### src/rtl/alu_issue_stage.sv
// alu_issue_stage: decodes RV32I ALU instructions into an execute register that
// drives a combinational ALU, then captures the ALU result into a writeback register.
// Both registers use valid/ready handshakes, so the pipeline sustains one op per cycle.
module alu_issue_stage #(
   parameter int unsigned XLen = 32
) (
   input  logic            clk_i,
   input  logic            rst_ni,
   input  logic            in_valid_i,
   output logic            in_ready_o,
   input  logic [31:0]     instr_i,
   input  logic [XLen-1:0] rs1_data_i,
   input  logic [XLen-1:0] rs2_data_i,
   output logic [XLen-1:0] alu_a_o,
   output logic [XLen-1:0] alu_b_o,
   output logic [2:0]      alu_control_o,
   input  logic [XLen-1:0] alu_result_i,
   input  logic            alu_zero_i,
   output logic            out_valid_o,
   input  logic            out_ready_i,
   output logic [XLen-1:0] out_result_o,
   output logic            out_zero_o,
   output logic [4:0]      out_rd_o,
   output logic            out_illegal_o
);

   localparam logic [6:0] OpReg = 7'b0110011;
   localparam logic [6:0] OpImm = 7'b0010011;

   // Execute register
   logic            r_e_valid;
   logic [XLen-1:0] r_e_a;
   logic [XLen-1:0] r_e_b;
   logic [2:0]      r_e_ctrl;
   logic [4:0]      r_e_rd;
   logic            r_e_illegal;

   // Writeback register
   logic            r_w_valid;
   logic [XLen-1:0] r_w_result;
   logic            r_w_zero;
   logic [4:0]      r_w_rd;
   logic            r_w_illegal;

   logic            w_is_r;
   logic            w_is_i;
   logic            w_legal;
   logic [2:0]      w_ctrl;
   logic [XLen-1:0] w_imm;
   logic [XLen-1:0] w_a;
   logic [XLen-1:0] w_b;
   logic            w_advance;
   logic            w_transfer;
   logic            w_accept;
   logic            w_unused;

   // The rs1 specifier field is resolved upstream; only its data is used here.
   assign w_unused = ^instr_i[19:15];

   assign w_is_r = (instr_i[6:0] == OpReg);
   assign w_is_i = (instr_i[6:0] == OpImm);
   assign w_imm  = {{(XLen-12){instr_i[31]}}, instr_i[31:20]};

   // Decode opcode/funct3 into the ALU control code; unsupported ops map to 111.
   always_comb begin
      w_ctrl  = 3'b111;
      w_legal = 1'b0;
      if (w_is_r || w_is_i) begin
         w_legal = 1'b1;
         case (instr_i[14:12])
            3'b000:  w_ctrl = (w_is_r && instr_i[30]) ? 3'b001 : 3'b000;
            3'b010:  w_ctrl = 3'b101;
            3'b110:  w_ctrl = 3'b011;
            3'b111:  w_ctrl = 3'b010;
            default: begin
               w_ctrl  = 3'b111;
               w_legal = 1'b0;
            end
         endcase
      end
   end

   assign w_a = w_legal ? rs1_data_i : '0;
   assign w_b = !w_legal ? '0 : (w_is_r ? rs2_data_i : w_imm);

   assign w_advance  = ~r_w_valid | out_ready_i;
   assign w_transfer = r_e_valid & w_advance;
   assign in_ready_o = ~r_e_valid | w_advance;
   assign w_accept   = in_valid_i & in_ready_o;

   // Execute register: load on accept, empty when its content moves on without a refill.
   always_ff @(posedge clk_i or negedge rst_ni) begin
      if (!rst_ni) begin
         r_e_valid   <= 1'b0;
         r_e_a       <= '0;
         r_e_b       <= '0;
         r_e_ctrl    <= 3'b000;
         r_e_rd      <= 5'd0;
         r_e_illegal <= 1'b0;
      end else if (w_accept) begin
         r_e_valid   <= 1'b1;
         r_e_a       <= w_a;
         r_e_b       <= w_b;
         r_e_ctrl    <= w_ctrl;
         r_e_rd      <= instr_i[11:7];
         r_e_illegal <= ~w_legal;
      end else if (w_transfer) begin
         r_e_valid   <= 1'b0;
      end
   end

   // Writeback register: capture ALU output on transfer, empty on drain without refill.
   // Illegal ops report result 0 / zero 1 regardless of the ALU's 111 behaviour.
   always_ff @(posedge clk_i or negedge rst_ni) begin
      if (!rst_ni) begin
         r_w_valid   <= 1'b0;
         r_w_result  <= '0;
         r_w_zero    <= 1'b0;
         r_w_rd      <= 5'd0;
         r_w_illegal <= 1'b0;
      end else if (w_transfer) begin
         r_w_valid   <= 1'b1;
         r_w_result  <= r_e_illegal ? '0 : alu_result_i;
         r_w_zero    <= r_e_illegal ? 1'b1 : alu_zero_i;
         r_w_rd      <= r_e_rd;
         r_w_illegal <= r_e_illegal;
      end else if (r_w_valid && out_ready_i) begin
         r_w_valid   <= 1'b0;
      end
   end

   assign alu_a_o       = r_e_a;
   assign alu_b_o       = r_e_b;
   assign alu_control_o = r_e_ctrl;

   assign out_valid_o   = r_w_valid;
   assign out_result_o  = r_w_result;
   assign out_zero_o    = r_w_zero;
   assign out_rd_o      = r_w_rd;
   assign out_illegal_o = r_w_illegal;

endmodule

### config.mk
export PLATFORM = sky130hd
export DESIGN_NAME = alu_issue_stage
export DESIGN_NICKNAME = d
export VERILOG_FILES = /design/src/rtl/alu_issue_stage.sv
export SDC_FILE = /design/constraint.sdc
export NUM_CORES = 1
export LEC_CHECK = 0
export BUFFER_PORTS_ARGS = -buffer_cell sky130_fd_sc_hd__buf_4
export CORE_UTILIZATION = 50
export DETAILED_ROUTE_END_ITERATION = 7
export GPL_ROUTABILITY_DRIVEN = 0
export MAX_ROUTING_LAYER = met4
export PLACE_DENSITY = 0.85
export SKIP_LAST_GASP = 1
export SLEW_MARGIN = 5
export SYNTH_ARGS = -nofsm -noshare
export SYNTH_HDL_FRONTEND = slang
export SYNTH_SLANG_ARGS = --single-unit
### constraint.sdc
create_clock -name clk_i -period 2.5 [get_ports clk_i]
set_input_delay 0.125 -clock clk_i [delete_from_list [all_inputs] [get_ports clk_i]]
set_output_delay 0.125 -clock clk_i [all_outputs]
set_load 0.05 [all_outputs]
# Yosys cells after proc, flatten, opt, wreduce, memory -nomap -nowiden
# Cells that the tools add are included.
[word_totals]
register_bits = 114
inputBits = 133
out_inout_bits = 108
word_cells = 44
[classes]
n_eq_ne = 5
n_mux = 14
bitwise = 7
reduce_logical = 7
[ops]
columns = ["operator", "n"]
rows = [
  ["32-bit two-way mux", 4],
  ["3-bit one-hot mux with 4 select lines", 1],
  ["1-bit two-way mux", 8],
  ["7-bit by 5-bit == test with 1-bit output, second input constant", 1],
  ["7-bit by 6-bit == test with 1-bit output, second input constant", 1],
  ["3-bit == test, second input constant", 2],
  ["2-bit nonzero test", 2],
  ["4-bit OR reduction", 1],
  ["3-bit by 2-bit == test with 1-bit output, second input constant", 1],
  ["3-bit zero test", 1],
  ["3-bit two-way mux", 1],
  ["1-bit NOT", 3],
  ["1-bit bitwise AND", 2],
  ["1-bit logical AND", 2],
  ["1-bit OR", 2],
  ["1-bit logical OR", 1],
]

# Depth between registers and ports, before layout
[logic_depth]
depth_word = 5
ltp_mapped = 7
ltp_nobuf = 4

# Worst setup path after synthesis
# No wires, ideal clock.
[synth_path]
kind = "reg-to-reg"
start = "register r_w_valid (netlist: out_valid_o)"
end = "register r_e_a[0] (netlist: alu_a_o[0])"
setup_ns = 0.078
arrival_time_ns = 1.721
t_required_ns = 2.422
path_slack_ns = 0.701
path_stages_with_launch = 8
path_buffers = 3
period_less_slack_ns = 1.799
cell_sequence = "dfrtp_1 > and3b_1 > buf_2 > inv_2 > buf_2 > buf_2 > nand3_1 > o2bb2ai_1"
[synth_via]
elab_chain_len = 4
[synth_rtl]
columns = ["item", "line_no", "source"]
rows = [
  ["from (decl)", "39", "logic r_w_valid;"],
  ["from (signal assigned)", "116", "r_w_valid <= 1'b0;"],
  ["from (signal assigned)", "122", "r_w_valid <= 1'b1;"],
  ["from (signal assigned)", "128", "r_w_valid <= 1'b0;"],
  ["1-bit NOT", "86", "assign w_advance = ~r_w_valid | out_ready_i;"],
  ["1-bit OR", "86", ""],
  ["1-bit OR", "88", "assign in_ready_o = ~r_e_valid | w_advance;"],
  ["net in_ready_o", "10", "output logic in_ready_o,"],
  ["1-bit bitwise AND", "89", "assign w_accept = in_valid_i & in_ready_o;"],
  ["to (signal assigned)", "102", "r_e_a <= w_a;"],
  ["to (decl)", "32", "logic [XLen-1:0] r_e_a;"],
]
# The timed path passes the listed nets, and every way through them passes these cells.
# A chain may end at the register's enable or synchronous reset.

# Worst setup path in the final report
[layout_path]
start = "register r_e_valid"
end = "output port in_ready_o"
[layout_via]
elab_chain_len = 2
[layout_rtl]
columns = ["item", "line_no", "source"]
rows = [
  ["from (decl)", "31", "logic r_e_valid;"],
  ["from (signal assigned)", "94", "r_e_valid <= 1'b0;"],
  ["from (signal assigned)", "101", "r_e_valid <= 1'b1;"],
  ["from (signal assigned)", "108", "r_e_valid <= 1'b0;"],
  ["1-bit NOT", "88", ""],
  ["1-bit OR", "88", ""],
  ["to (decl)", "10", ""],
]
# No other way between the ends.

==> impl_metrics.ini <==
[detailed_routing]
initialDrtViolationCount = 261
remaining_drc_errors = 0
route.vias.total = 5106
drtPass1Iterations = 5
avgRoutedWirePerCell_um = 20.78
vias_per_cell = 5.673
drt.antenna.violating_nets = 0
route.final.wire_length_mm = 18.71

[floorplan]
top_level_ports = 241
starting_density_of_the_core = 0.5154
floorplan.rows = 36
placeableCoreArea_sq_um = 9774
die_width_um = 102.4
chipHeight_um = 102.4
floorplan.die_area_sq_um = 10480

[cells_and_area]
share_of_cells_above_drive_strength_1 = 0.4263
insertedDiodeCount = 0
final_stage_net_count = 890
areaGrowthSynthToFinish_pct = 69.47
fill_cells = 431

[synthesis]
syn-cell-area_sq_um = 5037
synth_seq_cells = 114
synthMuxAreaShare = 0.1180
proportion_of_register_bits_with_asynchronous_set_or_reset_after_synthesis = 1.000
compound_gate_fraction_of_synth_area = 0.1816
synth_top_area_frac = 0.5663
synth.top_cells.by_count = 114 x sky130_fd_sc_hd__dfrtp_1, 43 x sky130_fd_sc_hd__mux2_2, 35 x sky130_fd_sc_hd__o21ai_0
synth_xor_area_frac = 0
synth_cell_types = 27
yosysMostFrequentCell = sky130_fd_sc_hd__dfrtp_1
synth_edf_count = 0
post-synth-top-area-cell = sky130_fd_sc_hd__dfrtp_1
synth_top_family_by_area = compound AO/OA/AOI/OAI gates
mappedNetlistNets = 556
yosys.area_share.simple = 0.08992
synth_top_flop_cell = sky130_fd_sc_hd__dfrtp_1
netlist_instances = 423
postSynthAreaPerCell_sq_um = 11.91
seq_total_area_yosys = 0.5663
synth_area_in_adders = 0
synth_area_leaders = sky130_fd_sc_hd__dfrtp_1 57%, sky130_fd_sc_hd__mux2_2 9.6%, sky130_fd_sc_hd__o2bb2ai_1 5.6%
synth_warn = 0

[critical_path]
critical_path.reg2reg.startpoint = r_e_valid
cp_data_arrival_time_ns = 2.13
timing.setup.critical_path_class = register to primary output
ff2ff_setup_slack_ns = 0.64
rr_worst_depth = 5
critical_path.reg2reg.endpoint = alu_a_o[7]
crit_path_end_kind = primary output
start_kind = register
critPathMaxFanout = 37
required_ns = 2.38

[sta]
slew-limit-headroom = 0.1552
report.final.setup_viol = 0
worst_clock_skew_ns = 0.01495
layout_setup_ws_ns = 0.2455
timing_hold_violations_final = 0
fin_setup_tns_ns = 0
final_min_period_ns = 2.254
timing_max_transition_violations_final = 0
tightestPinTransition_ns = 1.267
max_freq_mhz = 443.6
period_share = 0.9018
unrepaired_setup_endpoints_after_global_routing = no

[min_path]
worst_hold_startpoint = alu_result_i[7]
hold_path_stages = 3
worst_hold_path_type = primary input to register
timing.hold.worst_endpoint = out_result_o[7]

[place]
hpwl_after_dpl_mm = 9.238
placement.io_buffers = 235
pre_cts_ws_ns = 0.6843

[global_routing]
track_usage = 0.3790
pin_count_of_the_biggest_net_entering_global_routing = 66
initial_antenna_violation_count = 0
grt_first_pass_wirelength_mm = 28.29
first_global_vias = 5373
grt_overflow = 0

[power_and_ir_drop]
largest_voltage_drop_on_the_vdd_net_v = 0.0003984
leakagePower_nw = 4.111
power_density_nw_per_um2 = 673.5

[clock_network]
cts-buffers-inserted = 17
clk_pin_slew_ns = 0.05
post_cts_buffers = 0
post_cts_resize_count = 0
cts.path.max_buffers = 2
clock_latency_ns = 0.52
ctsHtreeMaxLevel = 4
clock_tree_from_tritoncts = built
cts-root-buf = sky130_fd_sc_hd__clkbuf_8
clock_sink_count = 114

[flow_run]
cap_violations = 0

[status]
outcome = finished, final reports clean
## registers in the layout, summed over array words and instances (netlist names), 3 cells and up
register       flops
alu_a_o           32
out_rd_o           5
r_e_rd             5
alu_b_o           32
out_result_o      32
alu_control_o      3
## metrics by stage
step | cells | hold WS [ns] | total power, mW | util | cell area, sq um
global placement | 758 | -0.05565 | 3.237 | 0.7007 | 6849
global route | 900 | 0.002726 | 5.937 | 0.8734 | 8537
finish | 900 | 0.006282 | 5.750 | 0.8734 | 8537
CTS | 900 | 0.001562 | 5.697 | 0.8734 | 8537
floorplan | 423 | -0.1706 | 2.802 | - | 5037
detailed placement | 758 | -0.05301 | 3.272 | 0.7007 | 6849
## placed cells by master (no fill, tap or decap), drive strengths merged
cell type | netlist | final
clkbuf | 20 | 23
nand3 | 32 | 32
nor2b | 33 | 33
a211o | 1 | 1
dlygate4sd3 | 0 | 113
nand4bb | 1 | 1
inv | 2 | 2
and3b | 2 | 2
mux2 | 43 | 43
a31oi | 4 | 4
mux2i | 11 | 11
a211oi | 1 | 1
clkinv | 0 | 4
o21bai | 1 | 1
a21oi | 25 | 25
o2bb2ai | 32 | 32
nand2 | 4 | 4
o21ai | 35 | 35
buf | 22 | 244
dfrtp | 114 | 114
o31ai | 32 | 32
nor2 | 4 | 4
nand2b | 3 | 3
or2 | 1 | 1
bufinv | 0 | 2
## where the power goes
| group | internal, mW | switching, mW |
|---|---|---|
| Combinational | 0.572 | 0.817 |
| Sequential | 1.98 | 0.0769 |
| Clock | 1.50 | 0.809 |
| Total | 4.05 | 1.70 |
## layout make-up
type / instances / area (sq um) / area share
clock buffer: 23 / 476.7 / 0.05584
clock inverter: 6 / 80.08 / 0.009380
inverter: 2 / 7.507 / 0.0008794
multi-input combinational: 265 / 1966 / 0.2303
sequential: 114 / 2853 / 0.3342
tap: 133 / 166.4 / 0.01949
timing repair buffer: 357 / 2988 / 0.3500
## layer usage
layer | vias to the layer above | part of all wire | global-route usage
li1 | 2211 | - | -
met1 | 2490 | 0.37 | 0.4262
met2 | 346 | 0.50 | 0.6262
met3 | 59 | 0.088 | 0.1135
met4 | 0 | 0.033 | 0.1637
met5 | - | 0 | -
## how the worst max path moves through the flow
stage,from,endpoint,cells after the start,slack (ns)
4_1_cts,r_e_valid,in_ready_o,4,0.28
3_3_place_gp,instr_i[2],alu_b_o[31],4,0.78
6_report,r_e_valid,in_ready_o,4,0.25
5_1_grt,r_e_valid,in_ready_o,4,0.15
2_1_floorplan,out_valid_o,alu_a_o[0],7,0.70
3_5_place_dp,instr_i[2],alu_b_o[6],4,0.68
## what timing repair did
item                       CTS  global route
setup endpoints to repair    0             0
hold endpoints to repair   213             0
hold buffers               113             0
## cell families (layout without fill, tap and decap cells)
kind of cell | count (synthesis) | count (layout)
AOI/OAI and AO/OA | 131 | 131
buffers and inverters | 44 | 388
DFF | 114 | 114
muxes | 54 | 54
and+or+nand+nor | 80 | 80
## worst max-delay path: stages, from the launching register on
cell and delay, ns:
sky130_fd_sc_hd__dfrtp_1 0.41, sky130_fd_sc_hd__and3b_1 0.40, sky130_fd_sc_hd__inv_2 0.14, sky130_fd_sc_hd__buf_4 0.39, sky130_fd_sc_hd__buf_4 0.28
Power figures use the tool's default switching activity.
